File: config.mk
export PLATFORM = sky130hd
export DESIGN_NAME = decoder38_hold
export DESIGN_NICKNAME = d
export VERILOG_FILES = /design/src/rtl/decoder_pkg.sv /design/src/rtl/decoder38.sv /design/src/rtl/decoder38_hold.sv
export SDC_FILE = /design/constraint.sdc
export NUM_CORES = 1
export LEC_CHECK = 0
export CORE_MARGIN = 3
export CORE_UTILIZATION = 45
export CTS_CLUSTER_DIAMETER = 80
export DETAILED_ROUTE_END_ITERATION = 12
export PLACE_DENSITY_LB_ADDON = 0.25
export SLEW_MARGIN = 20
export SYNTH_ARGS = -nofsm -noshare
export SYNTH_HDL_FRONTEND = slang
export SYNTH_SLANG_ARGS = --single-unit
export TNS_END_PERCENT = 10
File: constraint.sdc
create_clock -name clk -period 3.9 [get_ports clk]
set_input_delay 0.78 -clock clk [delete_from_list [all_inputs] [get_ports clk]]
set_output_delay 0.78 -clock clk [all_outputs]
set_load 0.01 [all_outputs]
File: src/rtl/decoder_pkg.sv
// Shared constants for the one-hot decoder path: code widths and the
// state encoding of the hold/gap sequencer.
package decoder_pkg;

  localparam int CODE_W   = 3;
  localparam int ONEHOT_W = 8;

  localparam logic [1:0] S_IDLE = 2'd0;
  localparam logic [1:0] S_HOLD = 2'd1;
  localparam logic [1:0] S_GAP  = 2'd2;

endpackage

File: src/rtl/decoder38.sv
// Purely combinational 3-to-8 one-hot decode.
import decoder_pkg::*;

module decoder38 (
  input  logic [CODE_W-1:0]   code,
  output logic [ONEHOT_W-1:0] onehot
);

  always_comb begin
    onehot = '0;
    onehot[code] = 1'b1;
  end

endmodule

File: src/rtl/decoder38_hold.sv
// Registered 3-to-8 decoder with valid/ready input and a programmable
// hold time, followed by an optional all-zero gap, per decoded code.
import decoder_pkg::*;

module decoder38_hold #(
  parameter int HOLD_CYCLES = 4,
  parameter int GAP_CYCLES  = 1
) (
  input  logic                clk,
  input  logic                rst,
  input  logic                en,
  input  logic [CODE_W-1:0]   din,
  input  logic                din_valid,
  output logic                din_ready,
  output logic [ONEHOT_W-1:0] dout,
  output logic                dout_valid,
  output logic                busy
);

  localparam int MAX_CNT = (HOLD_CYCLES > GAP_CYCLES) ? HOLD_CYCLES : GAP_CYCLES;
  localparam int CNT_W   = (MAX_CNT < 1) ? 1 : $clog2(MAX_CNT + 1);

  localparam logic [CNT_W-1:0] HOLD_LOAD = CNT_W'(HOLD_CYCLES - 1);
  localparam logic [CNT_W-1:0] GAP_LOAD  = CNT_W'((GAP_CYCLES > 0) ? GAP_CYCLES - 1 : 0);
  localparam logic [CNT_W-1:0] CNT_ONE   = CNT_W'(1);

  logic [1:0]          state, state_n;
  logic [CNT_W-1:0]    cnt, cnt_n;
  logic [ONEHOT_W-1:0] dout_n;
  logic                dout_valid_n;
  logic [ONEHOT_W-1:0] decoded;
  logic                accept;

  decoder38 u_decoder38 (
    .code   (din),
    .onehot (decoded)
  );

  assign accept = din_valid && din_ready;

  always_ff @(posedge clk) begin
    if (rst) begin
      state      <= S_IDLE;
      cnt        <= '0;
      dout       <= '0;
      dout_valid <= 1'b0;
    end else begin
      state      <= state_n;
      cnt        <= cnt_n;
      dout       <= dout_n;
      dout_valid <= dout_valid_n;
    end
  end

  // With GAP_CYCLES == 0 the last hold cycle doubles as an accept slot,
  // which is what allows back-to-back codes without an idle cycle.
  always_comb begin
    state_n      = state;
    cnt_n        = cnt;
    dout_n       = dout;
    dout_valid_n = dout_valid;
    if (!en) begin
      state_n      = S_IDLE;
      cnt_n        = '0;
      dout_n       = '0;
      dout_valid_n = 1'b0;
    end else begin
      case (state)
        S_IDLE: begin
          if (accept) begin
            state_n      = S_HOLD;
            cnt_n        = HOLD_LOAD;
            dout_n       = decoded;
            dout_valid_n = 1'b1;
          end
        end
        S_HOLD: begin
          if (cnt != '0) begin
            cnt_n = cnt - CNT_ONE;
          end else if (GAP_CYCLES > 0) begin
            state_n      = S_GAP;
            cnt_n        = GAP_LOAD;
            dout_n       = '0;
            dout_valid_n = 1'b0;
          end else if (accept) begin
            cnt_n        = HOLD_LOAD;
            dout_n       = decoded;
            dout_valid_n = 1'b1;
          end else begin
            state_n      = S_IDLE;
            cnt_n        = '0;
            dout_n       = '0;
            dout_valid_n = 1'b0;
          end
        end
        S_GAP: begin
          if (cnt != '0) begin
            cnt_n = cnt - CNT_ONE;
          end else begin
            state_n = S_IDLE;
            cnt_n   = '0;
          end
        end
        default: begin
          state_n      = S_IDLE;
          cnt_n        = '0;
          dout_n       = '0;
          dout_valid_n = 1'b0;
        end
      endcase
    end
  end

  always_comb begin
    din_ready = 1'b0;
    if (en) begin
      case (state)
        S_IDLE:  din_ready = 1'b1;
        S_HOLD:  din_ready = (GAP_CYCLES == 0) && (cnt == '0);
        default: din_ready = 1'b0;
      endcase
    end
    busy = (state != S_IDLE);
  end

endmodule

Word-level counts from Yosys, hierarchy flattened
Index checks and enable logic that the tools add are counted.
- register bits after elaboration: 14
- output and inout port bits: 11
- word-level logic and storage cells: 40
- input port bits: 7
- equal/unequal tests: 5
- $lt $le $gt $ge: 2
- $add $sub $neg: 1
- reductions and logical operators: 9
- bitwise gates (word level): 2
- muxes and demuxes: 17
- operator list (kind ; number):
    $pmux W8 S3 ; 1
    $mux W8 ; 2
    $mux W2 ; 3
    $mux W3 ; 2
    $ne A2 B2 Y1 const B ; 3
    $pmux W2 S3 ; 1
    $pmux W3 S2 ; 1
    $reduce_and A3 Y1 ; 2
    $mux W1 ; 5
    $lt A3 B4 Y1 const B ; 1
    $reduce_or A2 Y1 ; 2
    $demux W1 S3 ; 1
    $ge A3 B1 Y1 const B ; 1
    $pmux W1 S3 ; 1
    $reduce_bool A3 Y1 ; 1
    $sub A3 B1 Y3 const B ; 1
    $eq A2 B1 Y1 const B ; 1
    $eq A2 B2 Y1 const B ; 1
    $logic_and A1 B1 Y1 ; 2
    $logic_not A2 Y1 ; 1
    $not A1 Y1 ; 2
    $reduce_bool A2 Y1 ; 1

Logic depth before layout (Yosys ltp)
Gate-level depths: netlist of run 1.
- depth in word-level cells: 6
- depth in mapped cells: 8
- depth with buffers taken out: 6

Modules after synthesis
A second synthesis of run 1 with hierarchy kept.
- cells, all modules: 89
- area total of the unflattened synthesis: 753.2 µm²
- modules (own cells, without submodules) (module ; instances ; cells an instance ; area an instance (µm²)):
    decoder38_hold ; 1 ; 81 ; 688.2
    decoder38 ; 1 ; 8 ; 65.1

Worst setup path before layout of run 1
OpenSTA, ideal clock, no wires.
- path type: input to output
- start point: in en
- end point: out din_ready
- path slack: 2.175 ns
- cell stages on the path: 1
- path buffers: 0
- arrival time: 0.945 ns
- path through: and2_1
- longest elaborated chain between the ends: 1
- RTL lines (what ; line ; source):
    start, declared ; decoder38_hold.sv:11 ; input logic en,
    $mux W1 ; decoder38_hold.sv:116 ; if (en) begin
    end, declared ; decoder38_hold.sv:14 ; output logic din_ready,
Every way passes these cells.

Final worst setup path of run 1
Same ends and word-level chain as after synthesis.

==> results.md, run 1 <==
* TritonCTS Buffers at 3
* Synth async-reset ratio at 0%
* Clock sink total at 14
* Largest net degree at the start of global routing at 19
* Final setup fails at 0
* # IOs at 18
* I/O Buffers at 17
* Nets@finish at 109
* Largest family of logic cells by synthesized area: simple AND/OR/NAND/NOR gates
* Layout area overhead at 29.8%
* Iter 0 DRT Violations at 5
* Period utilization at 70.5%
* Die Wd at 45.6 µm
* Area share of the largest cell type after synthesis at 39.8%
* Final hold vios at 0
* Worst setup EP type: output port
* Post-CTS Setup Bufs at 0
* CP startpoint: en
* WHS Endpoint: dout[7]$_SDFFE_PP0P_
* Fmax at 363 MHz
* H-tree depth at 1
* # diodes at 0
* MaxCap Viol Count at 0
* Sequential share of power at 47.7%
* Hold_sp: dout[7]$_SDFFE_PP0P_
* Commonest non-fill, non-tap cells in the layout: 17 x clkdlybuf4s50_1, 14 x dfxtp_1, 10 x nand3_1
* Critical path arrival at 1.97 ns
* CTS max path bufs at 2
* Distinct cells, synth at 28
* Critical Path RT at 3.12 ns
* Antenna violations before repair at 0
* R2R Path Start: state[0]$_SDFFE_PP0P_
* Post-synthesis xor/xnor area fraction at 0%
* Die Ht at 45.6 µm
* Drt first pass iters at 4
* Initial Util at 51.0%
* Routed wire length at 1.47 mm
* HP Class: flip-flop to flip-flop
* Gpl congestion at 0.737
* Critical path launch point type: input port
* CTS root buffer: clkbuf_4
* Sw power at 0.0849 mW
* Max Slew Vio Count at 0
* Setup TNS at 0 ns
* Post-synth top flop: dfxtp_1
* Post-synth EDFFs at 0
* Skew final at 0.00228 ns
* Multiplexer share of the synthesized area at 1.42%
* Crit path max fanout at 4
* Hold depth at 2
* CTS tree: done
* Detailed Place HPWL at 1.11 mm
* Mapped Cells at 77
* Lkg Pwr at 0.351 nW
* Worst Reg-to-Reg Cells at 5
* Post-synth top area cell: dfxtp_1
* Internal power at 0.231 mW
* Max IR drop VDD at 0.162 mV
* Vias in the first global route at 593
* Post-synth net total at 89
* Seq cells post-synth at 14
* Seq/Total Area, Yosys at 39.8%
* Core Area at 1380 µm²
* Critical path type: input port to output port
* Global-route wire length before repair at 2.48 mm
* Via count at 626
* Logic pwr share at 19.2%
* Synth Area in Compound Gates at 21.3%
* Reg2reg setup slack at 1.93 ns
* RR Endpoint: dout[1]$_SDFFE_PP0P_
* Final min period at 2.75 ns
* RSZ-0062 raised after global routing: false
* CTS resizes at 0
* Hold slack at 0.470 ns
* Measured slew at the worst slew-check pin at 0.511 ns
* Antenna viol nets, final at 0
* Netlist Area Pre-Place at 704 µm²
* Cell Pwr Density at 346 nW/µm²
* Remaining DRCs at 0
* Max-slew headroom at 65.9%
* Clock-pin slew on the worst setup and hold paths at 0.09 ns
* Skew-Pair Late Insertion Delay at 0.28 ns
* Status: finished clean
* Switching Share at 26.8%
* Clock share of power at 33.1%
* Number of hold buffers added after CTS at 0
* Avg Cell Area, Syn at 9.15 µm²
* Commonest non-fill, non-tap cell in the layout: clkdlybuf4s50_1
* Share of layout cells above drive strength 1 at 9.38%
* Layout Utilization at 66.2%
* Simple-gate share of the synthesized area at 23.8%
* FP Rows at 13
* GRT Overall Usage at 16.8%
* WL per Instance at 13.3 µm
* Adder-Cell Fraction of Synth Area at 8.88%
* Top post-synthesis cells by area: dfxtp_1 40%, ha_1 8.9%, nand3_1 7.1%, o31ai_1 6.4%, nor2_1 3.7%
* DR vias/cell at 5.64
* Die area at 2080 µm²
* Yosys warnings at 0
* Total grt overflow at 0
## worst max-delay path: stages
cell	delay, ns
clkdlybuf4s50_1	0.52
and2_1	0.14
clkdlybuf4s50_1	0.52
## logic make-up (layout without fill, tap and decap cells)
family          Yosys count  count (layout)
flops                    14              14
mux                       1               1
compound gates           19              19
simple gates             32              32
buf+inv                   6              25
fa+ha+maj                 5               5
## Yosys cell counts, drive strengths merged, types with 2 or more instances
library cell,n
a21oi,3
or3,2
o41ai,3
inv,3
ha,5
dfxtp,14
nand3,10
nand2b,4
and2,2
nand2,3
nor2,7
o31ai,7
buf,2
## metrics by stage
step           setup slack (ns)  power, mW  cell area (µm²)  std cells
2_1_floorplan              2.18      0.196              704         77
4_1_cts                    1.14      0.318              915        111
3_5_place_dp               1.14      0.215              878        107
3_3_place_gp               1.15      0.213              878        107
5_1_grt                    1.11      0.333              915        111
6_report                   1.15      0.316              915        111
## final cells by class
| type | instances | area, µm² |
|---|---|---|
| Clock buffer | 4 | 36.3 |
| Fill cell | 109 | 468 |
| Inverter | 3 | 11.3 |
| Multi-Input combinational cell | 57 | 390 |
| Sequential cell | 14 | 280 |
| Tap cell | 15 | 18.8 |
| Timing Repair Buffer | 18 | 178 |
## worst max-delay path by stage
stage / slack, ns / cells after the start / to
after floorplan: 2.18 / 1 / din_ready
final: 1.15 / 3 / din_ready
after detailed placement: 1.14 / 3 / din_ready
after global routing: 1.11 / 3 / din_ready
after global placement: 1.15 / 3 / din_ready
after CTS: 1.14 / 3 / din_ready
## layer usage
metal | global-route usage (%) | vias to the layer above | share of wire (%)
met2 | 26.2 | 15 | 47
met5 | 0 | - | 0
met3 | 3.56 | 4 | 4.7
met4 | 10.5 | 0 | 2.1
met1 | 20.8 | 285 | 46
li1 | - | 322 | -
## state kept, by name, summed over array words and instances, names as in the netlist
register    cells
cnt             3
dout            8
dout_valid      1
state           2
## power groups by stage
stage | clock (mW) | combinational [mW] | sequential [mW]
2_1_floorplan | 0 | 0.0417 | 0.154
4_1_cts | 0.107 | 0.0606 | 0.151
6_report | 0.105 | 0.0607 | 0.151
5_1_grt | 0.114 | 0.0681 | 0.151
3_5_place_dp | 0 | 0.0604 | 0.154
3_3_place_gp | 0 | 0.0596 | 0.154
Power figures use the tool's default switching activity.
==> inputs of run 2 (changes only) <==
- CORE_UTILIZATION: 45 -> 41
- clock period: 3.9 -> 2.35 ns (I/O delays scaled with it)
==> run 2 against run 1 <==
Compared with the run above:
- sequential share of layout area is 0.29 points lower
- non-clock buffer count is 1 higher
- global-route usage is 1.2 points lower
- design area is 0.96% higher
- utilization is 6.9 points lower
- combinational power is 73% higher
- clock skew is 0.0022 ns higher
- die area is 8.4% higher
- final cell count is 1.8% higher
- via count is 0.96% higher
- highest routed layer unchanged
==> results.md, run 2 (synthesis gave the netlist of run 1 again) <==
* Status: finished clean
* Max IR drop VDD at 0.360 mV (+120%)
* Via count at 632 (+0.96%)
* Skew final at 0.00449 ns (+0.00221 ns)
* Critical path arrival at 1.71 ns (-0.26 ns)
* Core Area at 1560 µm² (+13%)
* Critical Path RT at 1.88 ns (-1.24 ns)
* Commonest non-fill, non-tap cell in the layout: clkdlybuf4s50_1
* Hold_sp: dout[7]$_SDFFE_PP0P_
* Top reg by flops: dout
* Gpl congestion at 0.750 (+1.7%)
* Lkg Pwr at 0.356 nW (+1.3%)
* Met2 Use GR at 23.5% (-2.7 points)
* Worst Reg-to-Reg Cells at 5 (unchanged)
* Biggest regs: dout: 8 flops, cnt: 3 flops, state: 2 flops
* Setup TNS at 0 ns (unchanged)
* Worst setup EP type: output port
* I/O Buffers at 17 (unchanged)
* Detailed Place HPWL at 1.09 mm (-1.4%)
* Die area at 2250 µm² (+8.4%)
* Final min period at 2.18 ns
* Crit path max fanout at 6 (+2)
* Number of hold buffers added after CTS at 0 (unchanged)
* CTS tree: done
* Sw power at 0.148 mW (+74%)
* MaxCap Viol Count at 0 (unchanged)
* Share of layout cells above drive strength 1 at 10.3% (+0.93 points)
* Post-CTS Setup Bufs at 0 (unchanged)
* Max Slew Vio Count at 0 (unchanged)
* Global-route layer with the greatest usage: met2
* HP Class: flip-flop to flip-flop
* Largest net degree at the start of global routing at 19 (unchanged)
* H-tree depth at 1 (unchanged)
* Commonest non-fill, non-tap cells in the layout: 17 x clkdlybuf4s50_1, 14 x dfxtp_1, 10 x nand3_1
* # diodes at 0 (unchanged)
* Final hold vios at 0 (unchanged)
* Nets@finish at 110 (+0.92%)
* WL per Instance at 13.4 µm (+0.76%)
* Logic pwr share at 19.7% (+0.5 points)
* FP Rows at 14 (+1)
* Total grt overflow at 0 (unchanged)
* WHS Endpoint: dout[7]$_SDFFE_PP0P_
* Reg2reg setup slack at 0.48 ns (-1.45 ns)
* Initial Util at 45.2% (-5.8 points)
* Remaining DRCs at 0 (unchanged)
* Period utilization at 92.8%
* Antenna viol nets, final at 0 (unchanged)
* DR vias/cell at 5.59 (-0.83%)
* RR Endpoint: dout[0]$_SDFFE_PP0P_
* Internal power at 0.387 mW (+67%)
* Measured slew at the worst slew-check pin at 0.525 ns (+0.0142 ns)
* CTS max path bufs at 2 (unchanged)
* TritonCTS Buffers at 3 (unchanged)
* Critical-path cell list: inv_1, ha_1, inv_1, clkdlybuf4s50_1
* Drt first pass iters at 4 (unchanged)
* Max-slew headroom at 65.0% (-0.95 points)
* Max reg flops at 8 (unchanged)
* Clock-pin slew on the worst setup and hold paths at 0.09 ns (about the same)
* Iter 0 DRT Violations at 9 (+4)
* Critical path type: flip-flop to output port
* Global-route wire length before repair at 2.43 mm (-2.3%)
* Met1 usage at 20.8% (about the same)
* Die Wd at 47.5 µm (+4.1%)
* Final setup fails at 0 (unchanged)
* Clock sink total at 14 (unchanged)
* CTS resizes at 0 (unchanged)
* Skew-Pair Late Insertion Delay at 0.28 ns (about the same)
* Cell Pwr Density at 579 nW/µm² (+67%)
* GRT Overall Usage at 15.6% (-1.2 points)
* Die Ht at 47.5 µm (+4.1%)
* Hold depth at 2 (unchanged)
* CP max stage cell: clkdlybuf4s50_1
* CP peak stage delay at 0.55 ns (+0.03 ns)
* Switching Share at 27.7% (+0.82 points)
* Met3 usage at 3.38% (-0.17 points)
* CTS root buffer: clkbuf_4
* Antenna violations before repair at 0 (unchanged)
* Fmax at 459 MHz
* R2R Path Start: state[0]$_SDFFE_PP0P_
* Layout area overhead at 31.1%
* Layout Utilization at 59.2% (-6.9 points)
* Routed wire length at 1.51 mm (+2.6%)
* Vias in the first global route at 532 (-10%)
* Sequential share of power at 46.8% (-0.9 points)
* Clock share of power at 33.5% (+0.4 points)
* CP dominant cell by count: inv_1
* Critical path launch point type: flip-flop
* # IOs at 18 (unchanged)
* RSZ-0062 raised after global routing: false
run 2: cell types whose count changed in the layout (fill, tap and decap cells not counted), sizes merged:
cell  previous run  this run
buf              1         2
run 2: power by group through the flow:
stage | Sequential, mW | Combinational (mW) | Clock, mW
6_report | 0.250 | 0.105 | 0.179
5_1_grt | 0.251 | 0.118 | 0.195
4_1_cts | 0.250 | 0.105 | 0.187
3_5_place_dp | 0.256 | 0.105 | 0
3_3_place_gp | 0.255 | 0.103 | 0
2_1_floorplan | 0.256 | 0.0692 | 0
run 2: metrics by stage:
step	setup WS, ns	total power, mW	cells	hold WS, ns	area [µm²]
after floorplan	0.656	0.325	77	0.456	704
after global placement	0.216	0.359	109	0.454	887
after detailed placement	0.205	0.361	109	0.459	887
after CTS	0.159	0.543	113	0.473	923
after global routing	0.0768	0.563	113	0.493	923
final	0.170	0.535	113	0.468	923
run 2: routing by layer:
metal | share of wire [%] | up-vias
met5 | 0 | -
li1 | - | 322
met2 | 46 | 10
met4 | 1.7 | 0
met1 | 49 | 296
met3 | 3.1 | 4
run 2: worst max path at each step:
stage	start	end	slack (ns)	depth (start not counted)
after floorplan	state[0]$_SDFFE_PP0P_	dout_valid$_SDFFE_PP0P_	0.66	8
after global placement	en	din_ready	0.22	3
after detailed placement	en	din_ready	0.21	3
after CTS	state[0]$_SDFFE_PP0P_	busy	0.16	4
after global routing	state[0]$_SDFFE_PP0P_	busy	0.08	4
final	state[0]$_SDFFE_PP0P_	busy	0.17	4
run 2: cell type report:
type	instances	area [µm²]
fillers	140	636
multi-input cells	57	390
flip-flops and latches	14	280
repair buffers	19	185
clock buffers	4	36.3
well taps	16	20.0
inverters	3	11.3
run 2: worst max-delay path, delay by kind of cell, from the launching register on:
family | cells | cell delay [ns]
buffers and inverters | 3 | 0.78
adders and majority gates | 1 | 0.27
DFF | 1 | 0.38
